==> config.mk <==
export PLATFORM = sky130hd
export DESIGN_NAME = mem_stage_flat
export DESIGN_NICKNAME = d
export VERILOG_FILES = /design/src/rtl/mem_stage_if.sv /design/src/rtl/mem_stage.sv /design/src/flat_wrapper.sv
export SDC_FILE = /design/constraint.sdc
export NUM_CORES = 1
export LEC_CHECK = 0
export ABC_AREA = 1
export CAP_MARGIN = 5
export CORE_ASPECT_RATIO = 1.5
export CORE_MARGIN = 2
export CORE_UTILIZATION = 48
export DETAILED_ROUTE_END_ITERATION = 16
export PLACE_DENSITY = 0.92
export SLEW_MARGIN = 30
export SYNTH_ARGS = -nofsm -noshare
export SYNTH_HDL_FRONTEND = slang
export SYNTH_SLANG_ARGS = --single-unit
==> constraint.sdc <==
create_clock -name clk -period 2.5 [get_ports clk]
set_clock_uncertainty 0.05 [all_clocks]
set_input_delay 0.625 -clock clk [delete_from_list [all_inputs] [get_ports clk]]
set_output_delay 0.625 -clock clk [all_outputs]
set_load 0.005 [all_outputs]
==> src/rtl/mem_stage_if.sv <==
// Signal bundle between the execute stage, the memory stage, the data memory and writeback.
// The slave modport is the memory stage's view; the master modport is its environment's view.
interface mem_stage_if;
   logic        i_ex_valid;
   logic        o_mem_ready;
   logic [63:0] i_ex_alu_result;
   logic [63:0] i_ex_store_data;
   logic [4:0]  i_ex_rd;
   logic        i_ex_rd_we;
   logic        i_ex_is_load;
   logic        i_ex_is_store;
   logic [2:0]  i_ex_funct3;
   logic        o_dmem_req;
   logic        o_dmem_we;
   logic [63:0] o_dmem_addr;
   logic [7:0]  o_dmem_be;
   logic [63:0] o_dmem_wdata;
   logic        i_dmem_gnt;
   logic        i_dmem_rvalid;
   logic [63:0] i_dmem_rdata;
   logic        o_wb_valid;
   logic [4:0]  o_wb_rd;
   logic        o_wb_rd_we;
   logic [63:0] o_wb_data;
   logic        o_mem_exc;

   modport slave (
      input  i_ex_valid, i_ex_alu_result, i_ex_store_data, i_ex_rd, i_ex_rd_we,
             i_ex_is_load, i_ex_is_store, i_ex_funct3,
             i_dmem_gnt, i_dmem_rvalid, i_dmem_rdata,
      output o_mem_ready, o_dmem_req, o_dmem_we, o_dmem_addr, o_dmem_be, o_dmem_wdata,
             o_wb_valid, o_wb_rd, o_wb_rd_we, o_wb_data, o_mem_exc
   );

   modport master (
      output i_ex_valid, i_ex_alu_result, i_ex_store_data, i_ex_rd, i_ex_rd_we,
             i_ex_is_load, i_ex_is_store, i_ex_funct3,
             i_dmem_gnt, i_dmem_rvalid, i_dmem_rdata,
      input  o_mem_ready, o_dmem_req, o_dmem_we, o_dmem_addr, o_dmem_be, o_dmem_wdata,
             o_wb_valid, o_wb_rd, o_wb_rd_we, o_wb_data, o_mem_exc
   );
endinterface

==> src/rtl/mem_stage.sv <==
// RV64 memory-access stage: sizes and lane-steers loads/stores onto a req/gnt/rvalid data memory,
// extends load data, flags misaligned/illegal accesses and response timeouts; ALU results pass through.
module mem_stage #(
   parameter int unsigned TIMEOUT = 256
) (
   input logic        clk,
   input logic        rst,
   mem_stage_if.slave bus
);

   typedef enum logic [1:0] {IDLE, REQ, WAIT} state_t;

   state_t      state, state_n;
   logic [31:0] cnt_q, cnt_n;

   logic        ready_q, ready_n;
   logic        req_q, req_n;
   logic        we_q, we_n;
   logic [63:0] addr_q, addr_n;
   logic [7:0]  be_q, be_n;
   logic [63:0] wdata_q, wdata_n;
   logic        wb_valid_q, wb_valid_n;
   logic [4:0]  wb_rd_q, wb_rd_n;
   logic        wb_rd_we_q, wb_rd_we_n;
   logic [63:0] wb_data_q, wb_data_n;
   logic        exc_q, exc_n;

   logic [2:0]  off_p1;
   logic [2:0]  f3_p1;
   logic [4:0]  rd_p1;
   logic        rd_we_p1;

   logic        accept;
   logic        is_mem;
   logic        bad_op;

   function automatic logic [7:0] size_mask(input logic [1:0] sz);
      case (sz)
         2'd0:    size_mask = 8'h01;
         2'd1:    size_mask = 8'h03;
         2'd2:    size_mask = 8'h0F;
         default: size_mask = 8'hFF;
      endcase
   endfunction

   function automatic logic misaligned(input logic [2:0] lo, input logic [1:0] sz);
      case (sz)
         2'd0:    misaligned = 1'b0;
         2'd1:    misaligned = lo[0];
         2'd2:    misaligned = |lo[1:0];
         default: misaligned = |lo;
      endcase
   endfunction

   function automatic logic illegal(input logic ld, input logic st, input logic [2:0] f3);
      illegal = (ld && st) || (f3 == 3'd7) || (st && f3[2]);
   endfunction

   // Raw is already shifted down so the addressed byte sits in bits [7:0].
   function automatic logic [63:0] load_extend(input logic [63:0] raw, input logic [2:0] f3);
      logic signed [7:0]  b;
      logic signed [15:0] h;
      logic signed [31:0] w;
      b = signed'(raw[7:0]);
      h = signed'(raw[15:0]);
      w = signed'(raw[31:0]);
      case (f3)
         3'd0:    load_extend = {{56{b[7]}}, b};
         3'd1:    load_extend = {{48{h[15]}}, h};
         3'd2:    load_extend = {{32{w[31]}}, w};
         3'd4:    load_extend = {56'd0, raw[7:0]};
         3'd5:    load_extend = {48'd0, raw[15:0]};
         3'd6:    load_extend = {32'd0, raw[31:0]};
         default: load_extend = raw;
      endcase
   endfunction

   assign accept = (state == IDLE) && bus.i_ex_valid;
   assign is_mem = bus.i_ex_is_load || bus.i_ex_is_store;
   assign bad_op = illegal(bus.i_ex_is_load, bus.i_ex_is_store, bus.i_ex_funct3) ||
                   misaligned(bus.i_ex_alu_result[2:0], bus.i_ex_funct3[1:0]);

   always_comb begin
      state_n    = state;
      cnt_n      = cnt_q;
      req_n      = req_q;
      we_n       = we_q;
      addr_n     = addr_q;
      be_n       = be_q;
      wdata_n    = wdata_q;
      wb_valid_n = 1'b0;
      wb_rd_n    = 5'd0;
      wb_rd_we_n = 1'b0;
      wb_data_n  = 64'd0;
      exc_n      = 1'b0;
      case (state)
         IDLE: begin
            if (accept) begin
               if (!is_mem) begin
                  wb_valid_n = 1'b1;
                  wb_rd_n    = bus.i_ex_rd;
                  wb_rd_we_n = bus.i_ex_rd_we;
                  wb_data_n  = bus.i_ex_alu_result;
               end else if (bad_op) begin
                  wb_valid_n = 1'b1;
                  wb_rd_n    = bus.i_ex_rd;
                  exc_n      = 1'b1;
               end else begin
                  state_n = REQ;
                  req_n   = 1'b1;
                  we_n    = bus.i_ex_is_store;
                  addr_n  = {bus.i_ex_alu_result[63:3], 3'b000};
                  be_n    = size_mask(bus.i_ex_funct3[1:0]) << bus.i_ex_alu_result[2:0];
                  wdata_n = bus.i_ex_store_data << {bus.i_ex_alu_result[2:0], 3'b000};
               end
            end
         end
         REQ: begin
            if (bus.i_dmem_gnt) begin
               req_n = 1'b0;
               if (we_q) begin
                  wb_valid_n = 1'b1;
                  wb_rd_n    = rd_p1;
                  state_n    = IDLE;
               end else begin
                  cnt_n   = 32'd0;
                  state_n = WAIT;
               end
            end
         end
         WAIT: begin
            cnt_n = cnt_q + 32'd1;
            // A response arriving on the timeout cycle still completes the load normally.
            if (bus.i_dmem_rvalid) begin
               wb_valid_n = 1'b1;
               wb_rd_n    = rd_p1;
               wb_rd_we_n = rd_we_p1;
               wb_data_n  = load_extend(bus.i_dmem_rdata >> {off_p1, 3'b000}, f3_p1);
               state_n    = IDLE;
            end else if ((TIMEOUT != 0) && (cnt_q == TIMEOUT - 1)) begin
               wb_valid_n = 1'b1;
               wb_rd_n    = rd_p1;
               exc_n      = 1'b1;
               state_n    = IDLE;
            end
         end
         default: state_n = IDLE;
      endcase
      ready_n = (state_n == IDLE);
   end

   // Stage boundary: control state and registered outputs
   always_ff @(posedge clk) begin
      if (rst) begin
         state      <= IDLE;
         cnt_q      <= 32'd0;
         ready_q    <= 1'b1;
         req_q      <= 1'b0;
         we_q       <= 1'b0;
         addr_q     <= 64'd0;
         be_q       <= 8'd0;
         wdata_q    <= 64'd0;
         wb_valid_q <= 1'b0;
         wb_rd_q    <= 5'd0;
         wb_rd_we_q <= 1'b0;
         wb_data_q  <= 64'd0;
         exc_q      <= 1'b0;
      end else begin
         state      <= state_n;
         cnt_q      <= cnt_n;
         ready_q    <= ready_n;
         req_q      <= req_n;
         we_q       <= we_n;
         addr_q     <= addr_n;
         be_q       <= be_n;
         wdata_q    <= wdata_n;
         wb_valid_q <= wb_valid_n;
         wb_rd_q    <= wb_rd_n;
         wb_rd_we_q <= wb_rd_we_n;
         wb_data_q  <= wb_data_n;
         exc_q      <= exc_n;
      end
   end

   // Stage boundary: operand fields captured at accept for use at completion
   always_ff @(posedge clk) begin
      if (accept) begin
         off_p1   <= bus.i_ex_alu_result[2:0];
         f3_p1    <= bus.i_ex_funct3;
         rd_p1    <= bus.i_ex_rd;
         rd_we_p1 <= bus.i_ex_rd_we;
      end
   end

   assign bus.o_mem_ready  = ready_q;
   assign bus.o_dmem_req   = req_q;
   assign bus.o_dmem_we    = we_q;
   assign bus.o_dmem_addr  = addr_q;
   assign bus.o_dmem_be    = be_q;
   assign bus.o_dmem_wdata = wdata_q;
   assign bus.o_wb_valid   = wb_valid_q;
   assign bus.o_wb_rd      = wb_rd_q;
   assign bus.o_wb_rd_we   = wb_rd_we_q;
   assign bus.o_wb_data    = wb_data_q;
   assign bus.o_mem_exc    = exc_q;

endmodule

==> src/flat_wrapper.sv <==
// flat-port wrapper written by rule: the top's interface ports become plain ports
module mem_stage_flat 
#(
   parameter int unsigned TIMEOUT = 256
)
  (clk, rst, bus_i_ex_valid, bus_i_ex_alu_result, bus_i_ex_store_data, bus_i_ex_rd, bus_i_ex_rd_we, bus_i_ex_is_load, bus_i_ex_is_store, bus_i_ex_funct3, bus_i_dmem_gnt, bus_i_dmem_rvalid, bus_i_dmem_rdata, bus_o_mem_ready, bus_o_dmem_req, bus_o_dmem_we, bus_o_dmem_addr, bus_o_dmem_be, bus_o_dmem_wdata, bus_o_wb_valid, bus_o_wb_rd, bus_o_wb_rd_we, bus_o_wb_data, bus_o_mem_exc);
  mem_stage_if bus_i ();
  input logic clk;
  input logic rst;
  input wire logic [$bits(bus_i.i_ex_valid)-1:0] bus_i_ex_valid;
  input wire logic [$bits(bus_i.i_ex_alu_result)-1:0] bus_i_ex_alu_result;
  input wire logic [$bits(bus_i.i_ex_store_data)-1:0] bus_i_ex_store_data;
  input wire logic [$bits(bus_i.i_ex_rd)-1:0] bus_i_ex_rd;
  input wire logic [$bits(bus_i.i_ex_rd_we)-1:0] bus_i_ex_rd_we;
  input wire logic [$bits(bus_i.i_ex_is_load)-1:0] bus_i_ex_is_load;
  input wire logic [$bits(bus_i.i_ex_is_store)-1:0] bus_i_ex_is_store;
  input wire logic [$bits(bus_i.i_ex_funct3)-1:0] bus_i_ex_funct3;
  input wire logic [$bits(bus_i.i_dmem_gnt)-1:0] bus_i_dmem_gnt;
  input wire logic [$bits(bus_i.i_dmem_rvalid)-1:0] bus_i_dmem_rvalid;
  input wire logic [$bits(bus_i.i_dmem_rdata)-1:0] bus_i_dmem_rdata;
  output wire logic [$bits(bus_i.o_mem_ready)-1:0] bus_o_mem_ready;
  output wire logic [$bits(bus_i.o_dmem_req)-1:0] bus_o_dmem_req;
  output wire logic [$bits(bus_i.o_dmem_we)-1:0] bus_o_dmem_we;
  output wire logic [$bits(bus_i.o_dmem_addr)-1:0] bus_o_dmem_addr;
  output wire logic [$bits(bus_i.o_dmem_be)-1:0] bus_o_dmem_be;
  output wire logic [$bits(bus_i.o_dmem_wdata)-1:0] bus_o_dmem_wdata;
  output wire logic [$bits(bus_i.o_wb_valid)-1:0] bus_o_wb_valid;
  output wire logic [$bits(bus_i.o_wb_rd)-1:0] bus_o_wb_rd;
  output wire logic [$bits(bus_i.o_wb_rd_we)-1:0] bus_o_wb_rd_we;
  output wire logic [$bits(bus_i.o_wb_data)-1:0] bus_o_wb_data;
  output wire logic [$bits(bus_i.o_mem_exc)-1:0] bus_o_mem_exc;
  assign bus_i.i_ex_valid = bus_i_ex_valid;
  assign bus_i.i_ex_alu_result = bus_i_ex_alu_result;
  assign bus_i.i_ex_store_data = bus_i_ex_store_data;
  assign bus_i.i_ex_rd = bus_i_ex_rd;
  assign bus_i.i_ex_rd_we = bus_i_ex_rd_we;
  assign bus_i.i_ex_is_load = bus_i_ex_is_load;
  assign bus_i.i_ex_is_store = bus_i_ex_is_store;
  assign bus_i.i_ex_funct3 = bus_i_ex_funct3;
  assign bus_i.i_dmem_gnt = bus_i_dmem_gnt;
  assign bus_i.i_dmem_rvalid = bus_i_dmem_rvalid;
  assign bus_i.i_dmem_rdata = bus_i_dmem_rdata;
  assign bus_o_mem_ready = bus_i.o_mem_ready;
  assign bus_o_dmem_req = bus_i.o_dmem_req;
  assign bus_o_dmem_we = bus_i.o_dmem_we;
  assign bus_o_dmem_addr = bus_i.o_dmem_addr;
  assign bus_o_dmem_be = bus_i.o_dmem_be;
  assign bus_o_dmem_wdata = bus_i.o_dmem_wdata;
  assign bus_o_wb_valid = bus_i.o_wb_valid;
  assign bus_o_wb_rd = bus_i.o_wb_rd;
  assign bus_o_wb_rd_we = bus_i.o_wb_rd_we;
  assign bus_o_wb_data = bus_i.o_wb_data;
  assign bus_o_mem_exc = bus_i.o_mem_exc;
  mem_stage #(.TIMEOUT(TIMEOUT)) u_core (.clk(clk), .rst(rst), .bus(bus_i));
endmodule
==> metrics.md <==
| Metric | Value |
|---|---|
| Startpoint of the lowest-slack register-to-register path | `u_core.off_p1[0]$_DFFE_PP_` |
| Share of the synthesized area in the top cell type | `35.69%` |
| Skew-Pair Late Insertion Delay | `0.54 ns` |
| Post-route non-filler standard cell count | `2861` |
| Detailed Route Iter0 Violations | `1570` |
| Gr ovfl total | `0` |
| Routed wire length per instance | `19.31 um` |
| Global-route wire length before repair | `84.50 mm` |
| Number of DRC violations after detailed routing | `0` |
| Number of primary I/O pins | `419` |
| Critical Setup Path Class | `register to register` |
| Chip width | `141.3 um` |
| Post-synthesis cell type count | `44` |
| Post-synth EDFFs | `12` |
| Die area | `29670 um2` |
| Most common library cell in the layout ignoring fill and taps | `nand2_1` |
| Root Buffer | `clkbuf_16` |
| Number of CTS-inserted buffers | `25` |
| FF-to-FF setup slack | `0.25 ns` |
| Fmax | `0.4443 GHz` |
| Die height | `210.0 um` |
| Count of hold buffers inserted by post-cts repair | `0` |
| Final Max Tran Viols | `0` |
| Mean instance size in the synthesized netlist | `6.430 um2` |
| CTS Buffer Depth | `3` |
| Required time of the worst setup path | `2.84 ns` |
| Count of buffers added by post-CTS timing repair for setup | `0` |
| Worst slew margin relative to its limit | `60.57%` |
| Total Negative Setup Slacks | `0 ns` |
| CTS sink cnt | `254` |
| Cell types with the largest area share after synthesis | `dfxtp_1, nand2_1, o21ai_0` |
| Post-placement cell area | `18390 um2` |
| Post-synthesis instance area | `13570 um2` |
| Hpwl dp | `41.09 mm` |
| Layout Cell Area excl Fill | `19250 um2` |
| Hold WS | `0.4237 ns` |
| Count of maximum capacitance violations | `0` |
| Register clock-pin slew on the reported worst setup and hold paths | `0.06 ns` |
| Largest net degree at the start of global routing | `105` |
| Crit end category | `register` |
| Number of nets in the final layout | `2706` |
| R2R cell count | `10` |
| Global-route usage over all layers | `36.06%` |
| Flip-flop cell with the highest count after synthesis | `dfxtp_1` |
| Register bit count reported by yosys | `254` |
| Row Count | `75` |
| Total leakage power | `7.661 nW` |
| Routed vias | `16300` |
| Startpoint type of the worst setup path | `register` |
| Port bufs | `415` |
| Post-cts resize count | `0` |
| Pwr dens | `548.7 nW/um2` |
| Share of the yosys chip area belonging to registers | `38.35%` |
| Dominant cell type by area after synthesis | `dfxtp_1` |
| Unrepaired setup endpoints after global routing | `no` |
| Syn-to-layout area delta | `41.83%` |
| Initial standard-cell utilization of the core | `48.70%` |
| Ys async rst share | `0%` |
| Largest fanout on the critical path | `59` |
| Post-detailed-route via-to-cell ratio | `5.698` |
| Post-Syn Instances | `2111` |
| Count of yosys warnings during synthesis | `0` |
| Final critical-path share of the clock period | `90.03%` |
| Final estimated routing congestion in global placement | `0.9811` |
| Actual slew at the worst max-slew pin | `0.5906 ns` |
| CTS tree | `yes` |
| Via count of the first global-routing pass | `15780` |
| Setup violators final | `0` |
| Shortest clock period the worst path allows after layout | `2.251 ns` |
| Final Routed Wirelength | `55.25 mm` |
| Status | `finished clean` |
| ANT nets after route | `0` |
| Core ar. | `27870 um2` |
| Antenna violations before repair | `3` |
| Worst setup path startpoint | `u_core.off_p1[0]$_DFFE_PP_` |
| Max rail drop VDD | `0.0004011 V` |
| Signal arrival time at the worst endpoint | `2.59 ns` |
| Reg2Reg Capture Point | `u_core.bus.o_wb_data[26]$_SDFF_PP0_` |
| Utilization after layout | `69.07%` |
| Worst hold path class | `register to register` |
| Number of failing hold endpoints at the final stage | `0` |
| Deepest level of the CTS H-tree | `1` |
| Share of post-route cells with drive strength above 1 | `6.762%` |
| Cell count after placement | `2816` |
| First-pass detailed-route iteration total | `8` |
| CP Capture Point | `u_core.bus.o_wb_data[26]$_SDFF_PP0_` |
| Commonest cells after routing, fill and taps aside | `nand2_1, clkdlybuf4s50_1, nor2_1` |
## worst max-delay path, cell delays in order, from the launching register on
cell and delay (ns):
edfxtp_1 0.48, inv_2 0.22, buf_12 0.27, o21ai_0 0.19
nand2_1 0.10, nand2_1 0.05, o21ai_0 0.32, buf_4 0.19
nand3_1 0.06, nand2_1 0.09, a21oi_1 0.08
## layer usage
metal	global-route usage, %	routed length (um)
met5	0	27
met3	5.520	4451
met4	27.69	4887
met1	37.60	18460
met2	64.41	27420
## cell usage after synthesis, types with 3 or more instances
master / count
a211oi_1: 4
a21boi_0: 4
a21oi_1: 173
a22oi_1: 10
buf_1: 12
buf_2: 44
buf_4: 17
buf_6: 6
clkbuf_1: 73
clkbuf_2: 4
dfxtp_1: 242
edfxtp_1: 12
inv_1: 98
inv_2: 5
mux2i_1: 11
nand2_1: 534
nand2_2: 3
nand3_1: 148
nand4_1: 6
nor2_1: 339
nor2_2: 3
nor3_1: 16
o211ai_1: 33
o21ai_0: 274
o21ai_1: 7
o31ai_1: 5
or2_2: 7
## state kept, by name (all words and copies together), names as in the netlist, 2 cells and up
signal	cells
u_core.bus.o_dmem_wdata	64
u_core.bus.o_wb_data	64
u_core.bus.o_dmem_addr	61
u_core.cnt_q	32
u_core.bus.o_dmem_be	8
u_core.bus.o_wb_rd	5
u_core.rd_p1	5
u_core.f3_p1	3
u_core.off_p1	3
u_core.state	2
## final cells by class
type | count | area [um2]
fillers | 2253 | 8620
multi-input cells | 1599 | 7241
flip-flops and latches | 254 | 5205
repair buffers | 513 | 5120
clock buffers | 31 | 679.4
well taps | 346 | 432.9
inverters | 104 | 394.1
clock inverters | 13 | 176.4
diodes | 1 | 2.502
## per-stage QoR
| stage | worst slack [ns] | total power [mW] |
|---|---|---|
| after floorplan | 0.5304 | 5.415 |
| after global placement | -0.1242 | 6.543 |
| after detailed placement | -0.2728 | 6.579 |
| after CTS | 0.3093 | 10.55 |
| after global routing | 0.1321 | 10.93 |
| final | 0.2493 | 10.56 |
## how the worst min path moves through the flow
stage	startpoint	to	slack (ns)	cells after the start
after global placement	u_core.bus.o_dmem_req$_SDFFE_PP0P_	u_core.bus.o_dmem_req$_SDFFE_PP0P_	0.41	2
after global routing	u_core.bus.o_dmem_wdata[46]$_SDFFE_PP0P_	u_core.bus.o_dmem_wdata[46]$_SDFFE_PP0P_	0.44	2
final	u_core.bus.o_dmem_wdata[46]$_SDFFE_PP0P_	u_core.bus.o_dmem_wdata[46]$_SDFFE_PP0P_	0.42	2
after CTS	u_core.bus.o_dmem_wdata[46]$_SDFFE_PP0P_	u_core.bus.o_dmem_wdata[46]$_SDFFE_PP0P_	0.42	2
after floorplan	u_core.cnt_q[11]$_SDFFE_PP0P_	u_core.cnt_q[11]$_SDFFE_PP0P_	0.40	1
after detailed placement	u_core.bus.o_dmem_wdata[46]$_SDFFE_PP0P_	u_core.bus.o_dmem_wdata[46]$_SDFFE_PP0P_	0.41	2
## power breakdown
group          total [mW]  internal, mW  switching, mW  leakage (nW)
registers            4.35          4.25         0.0964          2.08
clock network        4.02          2.35           1.67         0.422
logic                2.20          1.01           1.18          5.16
## cells by family (layout without fill, tap and decap cells)
family	Yosys count	in the layout	synth area share [%]
adder cells (fa/ha/maj)	1	1	0.09217
multiplexers	11	11	0.8112
buffers and inverters	260	661	8.435
other	1	4	0.02763
AO/OA/AOI/OAI	520	520	20.49
flip-flops	254	254	38.35
AND/OR/NAND/NOR	1064	1064	31.79
Power figures use the tool's default switching activity.
